File: src/rtl/vending_pkg.sv
// -----------------------------------------------------------------------------
// vending_pkg
// Shared definitions for the vending datapath. Holds the coin code encoding
// (same encoding as coin_in), the face value of each coin, and the change
// dispenser state encoding that fsm_controller also decodes.
// -----------------------------------------------------------------------------
package vending_pkg;

  // Coin codes, shared with the coin_in encoding.
  localparam logic [1:0] COIN_NONE = 2'b00;
  localparam logic [1:0] COIN_1    = 2'b01;
  localparam logic [1:0] COIN_5    = 2'b10;
  localparam logic [1:0] COIN_10   = 2'b11;

  // Face values of the coins above.
  localparam int unsigned COIN_VAL_1  = 1;
  localparam int unsigned COIN_VAL_5  = 5;
  localparam int unsigned COIN_VAL_10 = 10;

  // Change dispenser state encoding.
  typedef enum logic [1:0] {
    IDLE     = 2'd0,
    SELECT   = 2'd1,
    WAIT_ACK = 2'd2,
    DONE     = 2'd3
  } state_t;

endpackage

File: src/rtl/change_coin_sel.sv
// -----------------------------------------------------------------------------
// change_coin_sel
// Combinational largest-coin picker: returns the largest coin (10, 5, then 1)
// whose value does not exceed the remaining change.
//
// Ports:
//   remaining  in   AMT_W  change still to be paid out
//   coin_code  out  2      chosen coin (COIN_NONE when remaining is 0)
//   value      out  AMT_W  face value of the chosen coin (0 for COIN_NONE)
// -----------------------------------------------------------------------------
module change_coin_sel
  import vending_pkg::*;
#(
  parameter int AMT_W = 5
) (
  input  logic [AMT_W-1:0] remaining,
  output logic [1:0]       coin_code,
  output logic [AMT_W-1:0] value
);

  always_comb begin
    coin_code = COIN_NONE;
    value     = '0;
    // Compare at 32 bits so the coin constants never truncate for narrow AMT_W.
    if (32'(remaining) >= COIN_VAL_10) begin
      coin_code = COIN_10;
      value     = AMT_W'(COIN_VAL_10);
    end else if (32'(remaining) >= COIN_VAL_5) begin
      coin_code = COIN_5;
      value     = AMT_W'(COIN_VAL_5);
    end else if (32'(remaining) >= COIN_VAL_1) begin
      coin_code = COIN_1;
      value     = AMT_W'(COIN_VAL_1);
    end
  end

endmodule

File: src/rtl/change_dispenser.sv
// -----------------------------------------------------------------------------
// change_dispenser
// Computes the change owed (or a full refund) and pays it out one coin at a
// time to the coin ejector, largest coin first.
//
// Coin handshake: coin_valid/coin_code are the request from this block, and
// coin_ack is the ejector's "taken". A coin transfers on the rising edge where
// coin_valid=1 and coin_ack=1; coin_valid/coin_code hold stable until then,
// coin_valid then drops for at least one cycle, and coin_ack is ignored while
// coin_valid=0.
//
// Ports:
//   clk               in   1      clock, rising edge
//   reset_n           in   1      asynchronous active-low reset
//   calculate_change  in   1      start request (ignored while busy)
//   refund_all        in   1      sampled with start: refund full amount
//   current_amount    in   AMT_W  money deposited
//   selected_price    in   AMT_W  price of the chosen product
//   coin_ack          in   1      ejector has taken the requested coin
//   coin_valid        out  1      coin ejection request
//   coin_code         out  2      coin to eject (vending_pkg encoding)
//   change_amount     out  AMT_W  change latched at start
//   coin_count        out  4      coins ejected, saturating at 15
//   busy              out  1      high in every state except IDLE
//   change_done       out  1      one-cycle completion pulse
//   error             out  1      underflow or timeout, held until next start
//   state             out  2      current FSM state (debug visibility)
//
// Build option: define CHANGE_TIMEOUT_EN to abandon a coin that is not
// acknowledged within TIMEOUT_CYCLES cycles (sets error). Without it the
// block waits indefinitely for coin_ack.
// -----------------------------------------------------------------------------
module change_dispenser
  import vending_pkg::*;
#(
  parameter int AMT_W          = 5,
  parameter int TIMEOUT_CYCLES = 16
) (
  input  logic             clk,
  input  logic             reset_n,
  input  logic             calculate_change,
  input  logic             refund_all,
  input  logic [AMT_W-1:0] current_amount,
  input  logic [AMT_W-1:0] selected_price,
  input  logic             coin_ack,
  output logic             coin_valid,
  output logic [1:0]       coin_code,
  output logic [AMT_W-1:0] change_amount,
  output logic [3:0]       coin_count,
  output logic             busy,
  output logic             change_done,
  output logic             error,
  output state_t           state
);

  logic [AMT_W-1:0] remaining;
  logic [1:0]       sel_code;
  logic [AMT_W-1:0] sel_value;

`ifdef CHANGE_TIMEOUT_EN
  localparam int TW = $clog2(TIMEOUT_CYCLES + 1);
  logic [TW-1:0] wait_cnt;
`endif

  // remaining does not change while in WAIT_ACK, so the selector output still
  // names the coin being offered when its acknowledge arrives.
  change_coin_sel #(.AMT_W(AMT_W)) u_sel (
    .remaining (remaining),
    .coin_code (sel_code),
    .value     (sel_value)
  );

  assign busy = (state != IDLE);

  always_ff @(posedge clk or negedge reset_n) begin
    if (!reset_n) begin
      state         <= IDLE;
      remaining     <= '0;
      coin_valid    <= 1'b0;
      coin_code     <= COIN_NONE;
      change_amount <= '0;
      coin_count    <= '0;
      change_done   <= 1'b0;
      error         <= 1'b0;
`ifdef CHANGE_TIMEOUT_EN
      wait_cnt      <= '0;
`endif
    end else begin
      change_done <= 1'b0;
      case (state)
        IDLE: begin
          if (calculate_change) begin
            coin_count <= '0;
            state      <= SELECT;
            if (refund_all) begin
              change_amount <= current_amount;
              remaining     <= current_amount;
              error         <= 1'b0;
            end else if (selected_price > current_amount) begin
              // Underflow: pay nothing rather than a wrapped amount.
              change_amount <= '0;
              remaining     <= '0;
              error         <= 1'b1;
            end else begin
              change_amount <= current_amount - selected_price;
              remaining     <= current_amount - selected_price;
              error         <= 1'b0;
            end
          end
        end
        SELECT: begin
          if (remaining == '0) begin
            state <= DONE;
          end else begin
            coin_code  <= sel_code;
            coin_valid <= 1'b1;
            state      <= WAIT_ACK;
`ifdef CHANGE_TIMEOUT_EN
            wait_cnt   <= '0;
`endif
          end
        end
        WAIT_ACK: begin
          if (coin_ack) begin
            remaining  <= remaining - sel_value;
            coin_count <= (coin_count == 4'hF) ? coin_count : coin_count + 4'd1;
            coin_valid <= 1'b0;
            coin_code  <= COIN_NONE;
            state      <= SELECT;
          end
`ifdef CHANGE_TIMEOUT_EN
          else if (wait_cnt == TW'(TIMEOUT_CYCLES - 1)) begin
            coin_valid <= 1'b0;
            coin_code  <= COIN_NONE;
            error      <= 1'b1;
            state      <= DONE;
          end else begin
            wait_cnt <= wait_cnt + 1'b1;
          end
`endif
        end
        DONE: begin
          change_done <= 1'b1;
          state       <= IDLE;
        end
        default: state <= IDLE;
      endcase
    end
  end

endmodule

File: config.mk
export PLATFORM = sky130hd
export DESIGN_NAME = change_dispenser
export DESIGN_NICKNAME = d
export VERILOG_FILES = /design/src/rtl/vending_pkg.sv /design/src/rtl/change_coin_sel.sv /design/src/rtl/change_dispenser.sv
export SDC_FILE = /design/constraint.sdc
export NUM_CORES = 1
export LEC_CHECK = 0
export ABC_CLOCK_PERIOD_IN_PS = 2200
export CAP_MARGIN = 20
export CORE_ASPECT_RATIO = 1.1
export CORE_MARGIN = 5
export CORE_UTILIZATION = 28
export CTS_BUF_LIST = sky130_fd_sc_hd__clkbuf_2 sky130_fd_sc_hd__clkbuf_4 sky130_fd_sc_hd__clkbuf_8
export CTS_CLUSTER_DIAMETER = 100
export CTS_CLUSTER_SIZE = 40
export DETAILED_ROUTE_END_ITERATION = 8
export GPL_ROUTABILITY_DRIVEN = 0
export GPL_TIMING_DRIVEN = 0
export PLACE_DENSITY = 0.56
export SYNTH_ARGS = -nofsm -noshare
export SYNTH_HDL_FRONTEND = slang
export SYNTH_SLANG_ARGS = --single-unit
export TNS_END_PERCENT = 100
File: constraint.sdc
create_clock -name clk -period 2.2 [get_ports clk]
set_input_delay 0.22 -clock clk [delete_from_list [all_inputs] [get_ports clk]]
set_output_delay 0.22 -clock clk [all_outputs]
set_load 0.03 [all_outputs]
==> results.yml <==
run_status:
  status: "finished, violations left"
  violations: "negative setup slack"
floorplan:
  num_rows: 26
  die_y_um: 83.1
  fp.coreArea_mm2: 0.00468
  io_pins: 32
  initial_core_util_pct: 29.0
  fp.dieW_um: 76.4
  die-area_mm2: 0.00635
power:
  p_sw_share_pct: 44.8
  p_per_area_mw_per_mm2: 1400
  finalPower_uw: 2650
  p_leak_uw: 0.000822
  internal-power_uw: 1460
  ir_worst_vdd_mv: 0.411
  comb_power_share_pct: 64.9
  seqPwrFrac_pct: 25.3
  p_switching_uw: 1190
  pwr-share-clk_pct: 9.9
global_route:
  grt_pass1_wl_um: 5380
  grt_use_total_pct: 9.94
  grt_pass1_vias: 1179
  grt_remaining_overflow: 0
  grt_max_degree: 22
  antenna_found_initial: 0
timing:
  post-route-period-util_pct: 102
  hold_viol_final: 0
  setup-tns-final_ns: -0.0446
  worst_pin_slew_ns: 0.614
  slew_headroom_pct: 58.8
  fin_skew_ns: 0.00465
  fin_crit_ns: 2.24
  fmax_mhz: 446
  rsz0062_at_grt: "true"
  finalSetupViolations: 1
  fin_ws_ns: -0.0446
  holdWs_ns: 0.279
  slew_viol_final: 0
detailed_routing:
  first_pass_iters: 6
  antenna_left: 0
  wl_um: 3070
  drc: 0
  vias: 1202
  avgViaCountPerCell: 4.89
  drt_iter0_markers: 40
  avgRoutedWirePerCell_um: 12.5
layout:
  regArea_um2: 526
  diodes: 0
  final_layout_size_suffix_gt1_share_pct: 14.7
  syn_to_final_growth_pct: 39.9
  fin_area_mm2: 0.00190
  nFillCells: 488
  nets: 218
  multi_input_area_um2: 831
  fin_cells: 246
worst_setup_path:
  cp-startpoint: "remaining[1]"
  r2r_slack_ns: -0.04
  startpoint_type: "flip-flop"
  crit_path_max_fanout: 3
  worstPathArrival_ns: 2.41
  reg2regPathDepth: 10
  reg2reg_to: "remaining[4]"
  endpoint: "remaining[4]"
  end_kind: "flip-flop"
  crit_required_ns: 2.37
  worst-setup-path-type: "flip-flop to flip-flop"
  r2r_start: "remaining[1]"
clocking:
  insertion_delay_ns: 0.27
  clk_pin_slew_ns: 0.08
  htreeDepth: 1
  cts_tree: "yes"
  ctsHoldBuffers: 0
  clk_path_buf_depth: 2
  cts_root_buffer: "clkbuf_8"
  cts_made_buffers: 3
  clock_sinks: 21
logic_synthesis:
  async_flop_share_pct: 100
  syn-num-nets: 175
  synth_edf_count: 0
  synthFlopType: "dfrtp_1"
  ys_ff_latch: 21
  synth.distinct_cells: 40
  synth_cells: 148
  synth_warnings: 0
  synth_common_cells: "dfrtp_1 (21), nand2_1 (18), o21ai_0 (13)"
  syn_area_per_cell_um2: 9.18
  synth.top_cell.area_share_pct: 38.7
  yosysSeqAreaShare_pct: 38.7
  yosys.area.top_type: "dfrtp_1"
  synth_area_leaders: "dfrtp_1 (39%), ha_1 (9.2%), nand2_1 (5.0%), o21ai_0 (4.8%), a21oi_1 (2.9%)"
  synth_area_mm2: 0.00136
  yosysMostFrequentCell: "dfrtp_1"
placed_design:
  placed_cell_area_mm2: 0.00176
  post-place-cells: 235
  hpwl_um: 2290
  portBuffers: 31
hold_path:
  hp-class: "input port to async pin"
job:
  cap_violations: 0
[critical path: stages, from the launching register on]
cell      delay [ns]
dfrtp_1         0.39
or2_4           0.27
a21o_1          0.19
nor2_1          0.13
ha_2            0.23
fa_2            0.24
nor2b_4         0.05
o21a_1          0.19
o211ai_1        0.15
o311ai_1        0.14
a21o_1          0.17
[final cells by class]
type | instances | share of cell area, %
buffer | 4 | 1.05
clock buffer | 3 | 2.17
clock inverter | 1 | 0.263
inverter | 10 | 1.97
multi-input combinational | 113 | 43.7
sequential | 21 | 27.6
tap | 56 | 3.69
timing repair buffer | 38 | 19.5
[cell families after synthesis]
kind of cell	share of synthesized area [%]
AND/OR/NAND/NOR	19.8
AO/OA/AOI/OAI	18.0
flip-flops	38.7
buffers and inverters	4.24
adder cells (fa/ha/maj)	12.2
XOR/XNOR	3.22
multiplexers	3.96
[per-layer routing]
layer	GRT usage, %	vias to the layer above	part of all wire [%]
met2	16.4	34	48
met4	3.66	0	1.6
li1	-	611	-
met3	2.60	5	6.8
met1	12.4	552	44
met5	0	-	0
[flip-flops by register name (all words and copies together) (netlist names)]
| name | cells |
|---|---|
| change_done | 1 |
| coin_count | 4 |
| state | 2 |
| coin_valid | 1 |
| error | 1 |
| coin_code | 2 |
| change_amount | 5 |
| remaining | 5 |
[repair_timing]
item                                    in CTS  in global routing
resized for setup                            5                  3
endpoints found under the setup margin       2                  5
cloned                                       0                  0
setup buffers                                4                  2
pin swaps                                    3                  6
[how the worst min path moves through the flow]
stage,to,cells after the start
final,coin_count[3],1
after global routing,coin_count[1],1
after CTS,error,2
after detailed placement,error,2
after global placement,change_amount[3],2
after floorplan,change_amount[0],0
[stage by stage]
step | util, % | worst slack, ns
4_1_cts | 39.6 | -0.0433
2_1_floorplan | - | 0.0425
5_1_grt | 40.6 | -0.134
3_3_place_gp | 37.5 | -0.127
3_5_place_dp | 37.5 | -0.162
6_report | 40.6 | -0.0446
[power groups by stage]
stage	clock network [uW]	logic, uW	registers, uW
3_3_place_gp	0	1480	687
2_1_floorplan	0	836	879
3_5_place_dp	0	1490	688
5_1_grt	285	1900	695
4_1_cts	270	1640	672
6_report	261	1720	671
[placed cells by master (no fill, tap or decap), types with 4 or more instances in the layout]
master / instances
nor2_1: 6
xor2_1: 4
ha_1: 8
clkdlybuf4s50_1: 31
o21ai_0: 13
inv_1: 10
nand2b_1: 4
a21oi_1: 7
buf_4: 7
nand2_1: 17
dfrtp_1: 21
nor3_1: 6
Power figures use the tool's default switching activity.
